===== config.mk =====
export PLATFORM = sky130hd
export DESIGN_NAME = pipe_stage_buf
export DESIGN_NICKNAME = d
export VERILOG_FILES = /design/src/rtl/pipe_stage_buf_pkg.sv /design/src/rtl/pipe_stage_buf.sv
export SDC_FILE = /design/constraint.sdc
export NUM_CORES = 1
export LEC_CHECK = 0
export CORE_AREA = 2 2 208 210
export CTS_CLUSTER_DIAMETER = 50
export DETAILED_ROUTE_END_ITERATION = 10
export DIE_AREA = 0 0 210 212
export PLACE_DENSITY = 0.5
export SLEW_MARGIN = 20
export SYNTH_ARGS = -nofsm -noshare
export SYNTH_HDL_FRONTEND = slang
export SYNTH_SLANG_ARGS = --single-unit

===== constraint.sdc =====
create_clock -name clk -period 2.3 [get_ports clk]
set_clock_uncertainty 0.05 [all_clocks]
set_input_delay 0.23 -clock clk [delete_from_list [all_inputs] [get_ports clk]]
set_output_delay 0.23 -clock clk [all_outputs]
set_load 0.05 [all_outputs]

===== src/rtl/pipe_stage_buf_pkg.sv =====
// Shared types for the inter-stage pipeline buffer.
package pipe_stage_buf_pkg;

  typedef enum logic [1:0] {PS_EMPTY, PS_ONE, PS_TWO} pipe_state_t;

  localparam int PIPE_DEPTH_MAX = 2;

  function automatic logic [1:0] occ_of(input pipe_state_t s);
    case (s)
      PS_ONE:  occ_of = 2'd1;
      PS_TWO:  occ_of = 2'd2;
      default: occ_of = 2'd0;
    endcase
  endfunction

endpackage


===== src/rtl/pipe_stage_buf.sv =====
// Parametrised valid/ready pipeline register: single register (DEPTH=1) or
// head+skid pair (DEPTH=2), with synchronous flush and a saturating stall counter.
//
// state    | meaning
// PS_EMPTY | nothing held, out_valid=0
// PS_ONE   | head register valid
// PS_TWO   | head and skid registers valid, upstream blocked
module pipe_stage_buf
  import pipe_stage_buf_pkg::*;
#(
  parameter int DATA_W = 256,
  parameter int DEPTH  = 1,
  parameter int CNT_W  = 16
) (
  input  logic              clk,
  input  logic              reset,
  input  logic              flush,
  input  logic              in_valid,
  output logic              in_ready,
  input  logic [DATA_W-1:0] in_data,
  output logic              out_valid,
  input  logic              out_ready,
  output logic [DATA_W-1:0] out_data,
  output logic [1:0]        occupancy,
  output logic [CNT_W-1:0]  stall_cnt
);

  logic push;
  logic pop;

  assign push = in_valid && in_ready;
  assign pop  = out_valid && out_ready;

  if (DEPTH < 1 || DEPTH > PIPE_DEPTH_MAX) begin : g_bad_depth
    $error("pipe_stage_buf: DEPTH must be 1 or 2");
  end
  if (DATA_W < 1 || CNT_W < 1) begin : g_bad_width
    $error("pipe_stage_buf: DATA_W and CNT_W must be >= 1");
  end

  if (DEPTH == 1) begin : g_single
    logic              valid_q;
    logic [DATA_W-1:0] data_q;

    assign in_ready  = !reset && !flush && (!valid_q || out_ready);
    assign out_valid = valid_q;
    assign out_data  = data_q;
    assign occupancy = {1'b0, valid_q};

    always_ff @(posedge clk) begin
      if (reset || flush) begin
        valid_q <= 1'b0;
        data_q  <= '0;
      end else if (push) begin
        valid_q <= 1'b1;
        data_q  <= in_data;
      end else if (pop) begin
        valid_q <= 1'b0;
        data_q  <= '0;
      end
    end
  end else begin : g_skid
    pipe_state_t       state_q;
    pipe_state_t       state_d;
    logic [DATA_W-1:0] head_q;
    logic [DATA_W-1:0] skid_q;

    always_ff @(posedge clk) begin
      if (reset) state_q <= PS_EMPTY;
      else       state_q <= state_d;
    end

    always_comb begin
      state_d = state_q;
      if (flush) begin
        state_d = PS_EMPTY;
      end else begin
        case (state_q)
          PS_EMPTY: if (push) state_d = PS_ONE;
          PS_ONE: begin
            if (push && !pop)      state_d = PS_TWO;
            else if (!push && pop) state_d = PS_EMPTY;
          end
          PS_TWO:   if (pop) state_d = PS_ONE;
          default:  state_d = PS_EMPTY;
        endcase
      end
    end

    // in_ready looks only at the registered state, never at out_ready.
    always_comb begin
      in_ready  = !reset && !flush && (state_q != PS_TWO);
      out_valid = (state_q != PS_EMPTY);
      occupancy = occ_of(state_q);
    end

    always_ff @(posedge clk) begin
      if (reset || flush) begin
        head_q <= '0;
        skid_q <= '0;
      end else begin
        case (state_q)
          PS_EMPTY: if (push) head_q <= in_data;
          PS_ONE: begin
            if (push && pop) head_q <= in_data;
            else if (push)   skid_q <= in_data;
            else if (pop)    head_q <= '0;
          end
          PS_TWO: begin
            if (pop) begin
              head_q <= skid_q;
              skid_q <= '0;
            end
          end
          default: ;
        endcase
      end
    end

    assign out_data = head_q;
  end

  always_ff @(posedge clk) begin
    if (reset)
      stall_cnt <= '0;
    else if (out_valid && !out_ready && stall_cnt != {CNT_W{1'b1}})
      stall_cnt <= stall_cnt + CNT_W'(1);
  end

endmodule

Word level (Yosys, flattened, before mapping) --
Index checks and enable logic that the tools add are counted.
Operators by class: $add $sub $neg 1, equality and inequality tests 1, mux-type cells 4, reductions and logical operators 13
Operators by type and width (number):
- 256-bit two-way mux | 2
- 16-bit by 1-bit adder with 16-bit output, second input constant | 1
- 16-bit inequality test, second input constant | 1
- 1-bit logical AND | 6
- 1-bit logical NOT | 4
- 1-bit logical OR | 2
- 1-bit two-way mux | 2
- 2-bit nonzero test | 1
Storage, ports and cells: bits in registers 273, bits of input ports 261, output and inout bits 276, word-level logic and storage cells 22

Longest topological paths before layout --
Gate-level depths: netlist of run 1.
depth in word-level cells 5, depth in mapped cells 7, mapped depth without buffers 5

Least setup slack after synthesis of run 1 --
OpenSTA, ideal clock, no wires.
path kind register -> register, from register stall_cnt[5], to register stall_cnt[15], library setup time 0.070 ns, data arrival time 1.965 ns, data required time 2.180 ns, path slack 0.215 ns, stages on the path, launching flop included 5, path buffers 0, period minus slack after synthesis 2.085 ns, path through dfxtp_1 nand3_2 or4_4 or4_1 a21oi_1
Between the ends: longest elaborated chain between the ends 2, elaborated cells between the ends (all ways) 3, classes of those cells add/sub: 1; eq/ne: 1; reduce/logical: 1
Ends and longest elaborated chain:
- start: declaration | line pipe_stage_buf.sv:25 | output logic [CNT_W-1:0] stall_cnt
- start signal: assignment | line pipe_stage_buf.sv:127 | stall_cnt <= stall_cnt + CNT_W'(1);
- parallel branches: the longest is 2 deep, another holds 16-bit by 1-bit adder with 16-bit output
Several ways; the timed one is not identified. A chain may end at the register's enable or synchronous reset.

Worst setup path in the final report of run 1 --
from register g_single.valid_q (netlist: out_valid), to output out_valid
RTL lines:
- start: declaration | line pipe_stage_buf.sv:42 | logic valid_q;
- start signal: assignment | line pipe_stage_buf.sv:52 | valid_q <= 1'b0;
- start signal: assignment | line pipe_stage_buf.sv:55 | valid_q <= 1'b1;
- start signal: assignment | line pipe_stage_buf.sv:58 | valid_q <= 1'b0;
- end: declaration | line pipe_stage_buf.sv:21 | output logic out_valid,
No word-level cell between the ends.

==> results of run 1 <==
state kept, by name (all words and copies together) (netlist names):
name	cells
out_data	256
out_valid	1
stall_cnt	16
cell type report:
cell class,count,area (µm²),share of cell area (%)
repair buffers,561,5710,34.1
flip-flops and latches,273,5470,32.7
multi-input cells,597,3430,20.5
clock buffers,54,1170,6.97
well taps,546,683,4.08
clock inverters,19,264,1.58
inverters,4,15.0,0.0897
synthesized netlist by cell type (all sizes together):
| library cell | n | area, µm² |
|---|---|---|
| or3 | 7 | 43.8 |
| nand2 | 6 | 22.5 |
| and4b | 1 | 10.0 |
| and4 | 1 | 8.76 |
| or2 | 2 | 12.5 |
| o41ai | 3 | 33.8 |
| inv | 4 | 15.0 |
| clkbuf | 37 | 139 |
| dfxtp | 273 | 5470 |
| o31ai | 3 | 22.5 |
| nor4b | 1 | 8.76 |
| xor2 | 2 | 17.5 |
| o21ai | 10 | 50.1 |
| a22oi | 256 | 1920 |
| and3 | 1 | 6.26 |
| nor3 | 1 | 5.00 |
| and3b | 1 | 8.76 |
| a21oi | 12 | 60.1 |
| ha | 1 | 12.5 |
| mux2i | 1 | 10.0 |
| nand4 | 2 | 12.5 |
| nand3 | 6 | 35.0 |
| conb | 1 | 3.75 |
| nor2b | 3 | 18.8 |
| o31a | 1 | 8.76 |
| nor2 | 262 | 983 |
| or4 | 3 | 26.3 |
| nand4b | 1 | 8.76 |
| nand2b | 5 | 31.3 |
| o2111ai | 1 | 8.76 |
| mux2 | 1 | 11.3 |
| or4b | 1 | 10.0 |
| nor4 | 1 | 6.26 |
| buf | 52 | 263 |
layer usage:
layer	up-vias	share of wire, %	track usage (%)
met5	-	0	0
met4	0	4.1	8.07
met3	80	10	6.20
met2	429	48	26.9
met1	4354	38	17.9
li1	4483	-	-
path summary, 6_finish.rpt:
path,startpoint,to,slack (ns)
hold reg to reg,out_data[178],out_data[178],0.44
setup / recovery,out_valid,out_valid,0.11
hold / removal,in_data[16],out_data[16],0.27
setup reg to reg,out_valid,out_data[117],0.35
through the flow:
step / std cells / total power, W / hold slack [ns] / area (µm²) / setup slack, ns
after CTS: 2054 / 0.0128 / 0.225 / 16700 / 0.0596
after floorplan: 963 / 0.00549 / 0.343 / 9300 / 0.215
after global routing: 2054 / 0.0131 / 0.251 / 16700 / 0.0285
after global placement: 1981 / 0.00621 / 0.427 / 15300 / 0.0539
after detailed placement: 1981 / 0.00621 / 0.432 / 15300 / 0.0347
final: 2054 / 0.0126 / 0.265 / 16700 / 0.107
report_power, final:
part | internal [W] | switching [W]
combinational | 0.000643 | 0.000631
sequential | 0.00479 | 0.0000345
clock | 0.00415 | 0.00234
total | 0.00959 | 0.00301
cells by family (layout without fill, tap and decap cells):
kind of cell / count (synthesis) / in the layout / synth area share [%]
other cells: 1 / 1 / 0.0403
buf+inv: 93 / 638 / 4.48
simple gates: 305 / 305 / 13.5
mux: 2 / 2 / 0.229
compound gates: 286 / 286 / 22.6
xor+xnor: 2 / 2 / 0.188
fa+ha+maj: 1 / 1 / 0.134
flops: 273 / 273 / 58.8
==> impl_metrics.yaml, run 1 <==
sta:
  slew_violations: 0
  finalCritPeriodShare_pct: 95.3
  max_slew_margin_pct: 48.4
  clock.fmax_mhz: 456
  rsz0062_at_grt: "false"
  hold_viol_final: 0
  fin_crit_ns: 2.19
  worst_slew_pin_slew_ns: 0.773
  setup_viol: 0
  fin_tns_setup_ns: 0
floorplan:
  io_pins: 537
  die_h_um: 212
  dieArea_um2: 44500
  std_cell_rows: 76
  coreArea_um2: 42500
  die_x_um: 210
  floorplan.initialDensity_pct: 21.9
worst_setup_path:
  cp_slowest_cell: "clkdlybuf4s50_1"
  path_max_fanout: 8
  cpPeakStageDelay_ns: 0.87
  cp_cell_sequence: "clkdlybuf4s50_1"
  worst-path-buf-inv: 1
  cp.arrival_ns: 1.91
  cp-end-kind: "output pin"
  startpoint_type: "flip-flop"
  reg2reg_depth: 5
  cp_num_cells: 1
  required_ns: 2.02
  critical_path_class: "reg -> out"
  path_delay_family: "buffers and inverters"
power_and_ir_drop:
  power_density_nw_per_um2: 753
  ir_drop_mv: 0.503
  leakagePower_nw: 5.68
synth:
  avgSynthCellArea_um2: 9.66
  ys_seq_elements: 273
  synth_nets: 1225
  synth_seq_area_share_pct: 58.8
  syn_area_um2: 9300
  ys_warn_count: 0
  yosysUniqueCellTypes: 40
  syn_inst: 963
layout:
  final_util_pct: 39.4
  fillers: 4218
  layout_common_cells: "clkdlybuf4s50_1, dfxtp_1, nor2_1"
  diodes: 0
  syn_to_final_growth_pct: 79.9
  layout_commonest_cell: "clkdlybuf4s50_1"
  drive_above_1_share_pct: 6.96
  nets: 1739
drt:
  first_pass_iters: 5
  via_per_inst: 4.55
  drc_errors: 0
  wl_per_cell_um: 18.2
  wl_mm: 37.4
  drt.antenna.violating_nets: 0
  vias: 9346
  first_iter_violations: 483
global_routing:
  grt_start_max_net_pins: 136
  grt_overflow: 0
  antenna_found_initial: 0
  grt_pass1_vias: 9344
  gr-usage-all-layers_pct: 16.1
  grt_pass1_wl_mm: 55.7
cts:
  clock_sinks: 273
  cts_root_buf: "clkbuf_16"
  numCtsBuffers: 40
  cts_tree: "yes"
  cts_hold_buffers: 0
  htree_levels: 2
  cts_setup_buffers: 0
  ctsResizeCount: 0
  path_clk_slew_ns: 0.06
  clkLatencyLatePin_ns: 0.54
  max-clock-path-buffers: 3
min_path:
  hp-class: "in -> reg"
  holdPathStages: 3
placed_design:
  routabilityCongestion: 0.760
  place_hpwl_mm: 26.4
  io_buffers: 535
flow_run:
  max_cap_viol_count: 0
status:
  run_status: "finished, final reports clean"
(Power assumes the default switching activity.)
==> run 2, diff against run 1 <==
--- a/config.mk
+++ b/config.mk
@@ -14,3 +14,4 @@
 export SYNTH_ARGS = -nofsm -noshare
 export SYNTH_HDL_FRONTEND = slang
 export SYNTH_SLANG_ARGS = --single-unit
+export TNS_END_PERCENT = 5
==> results of run 2 <==
Final layout, timing and power as in run 1 (identical DEF).
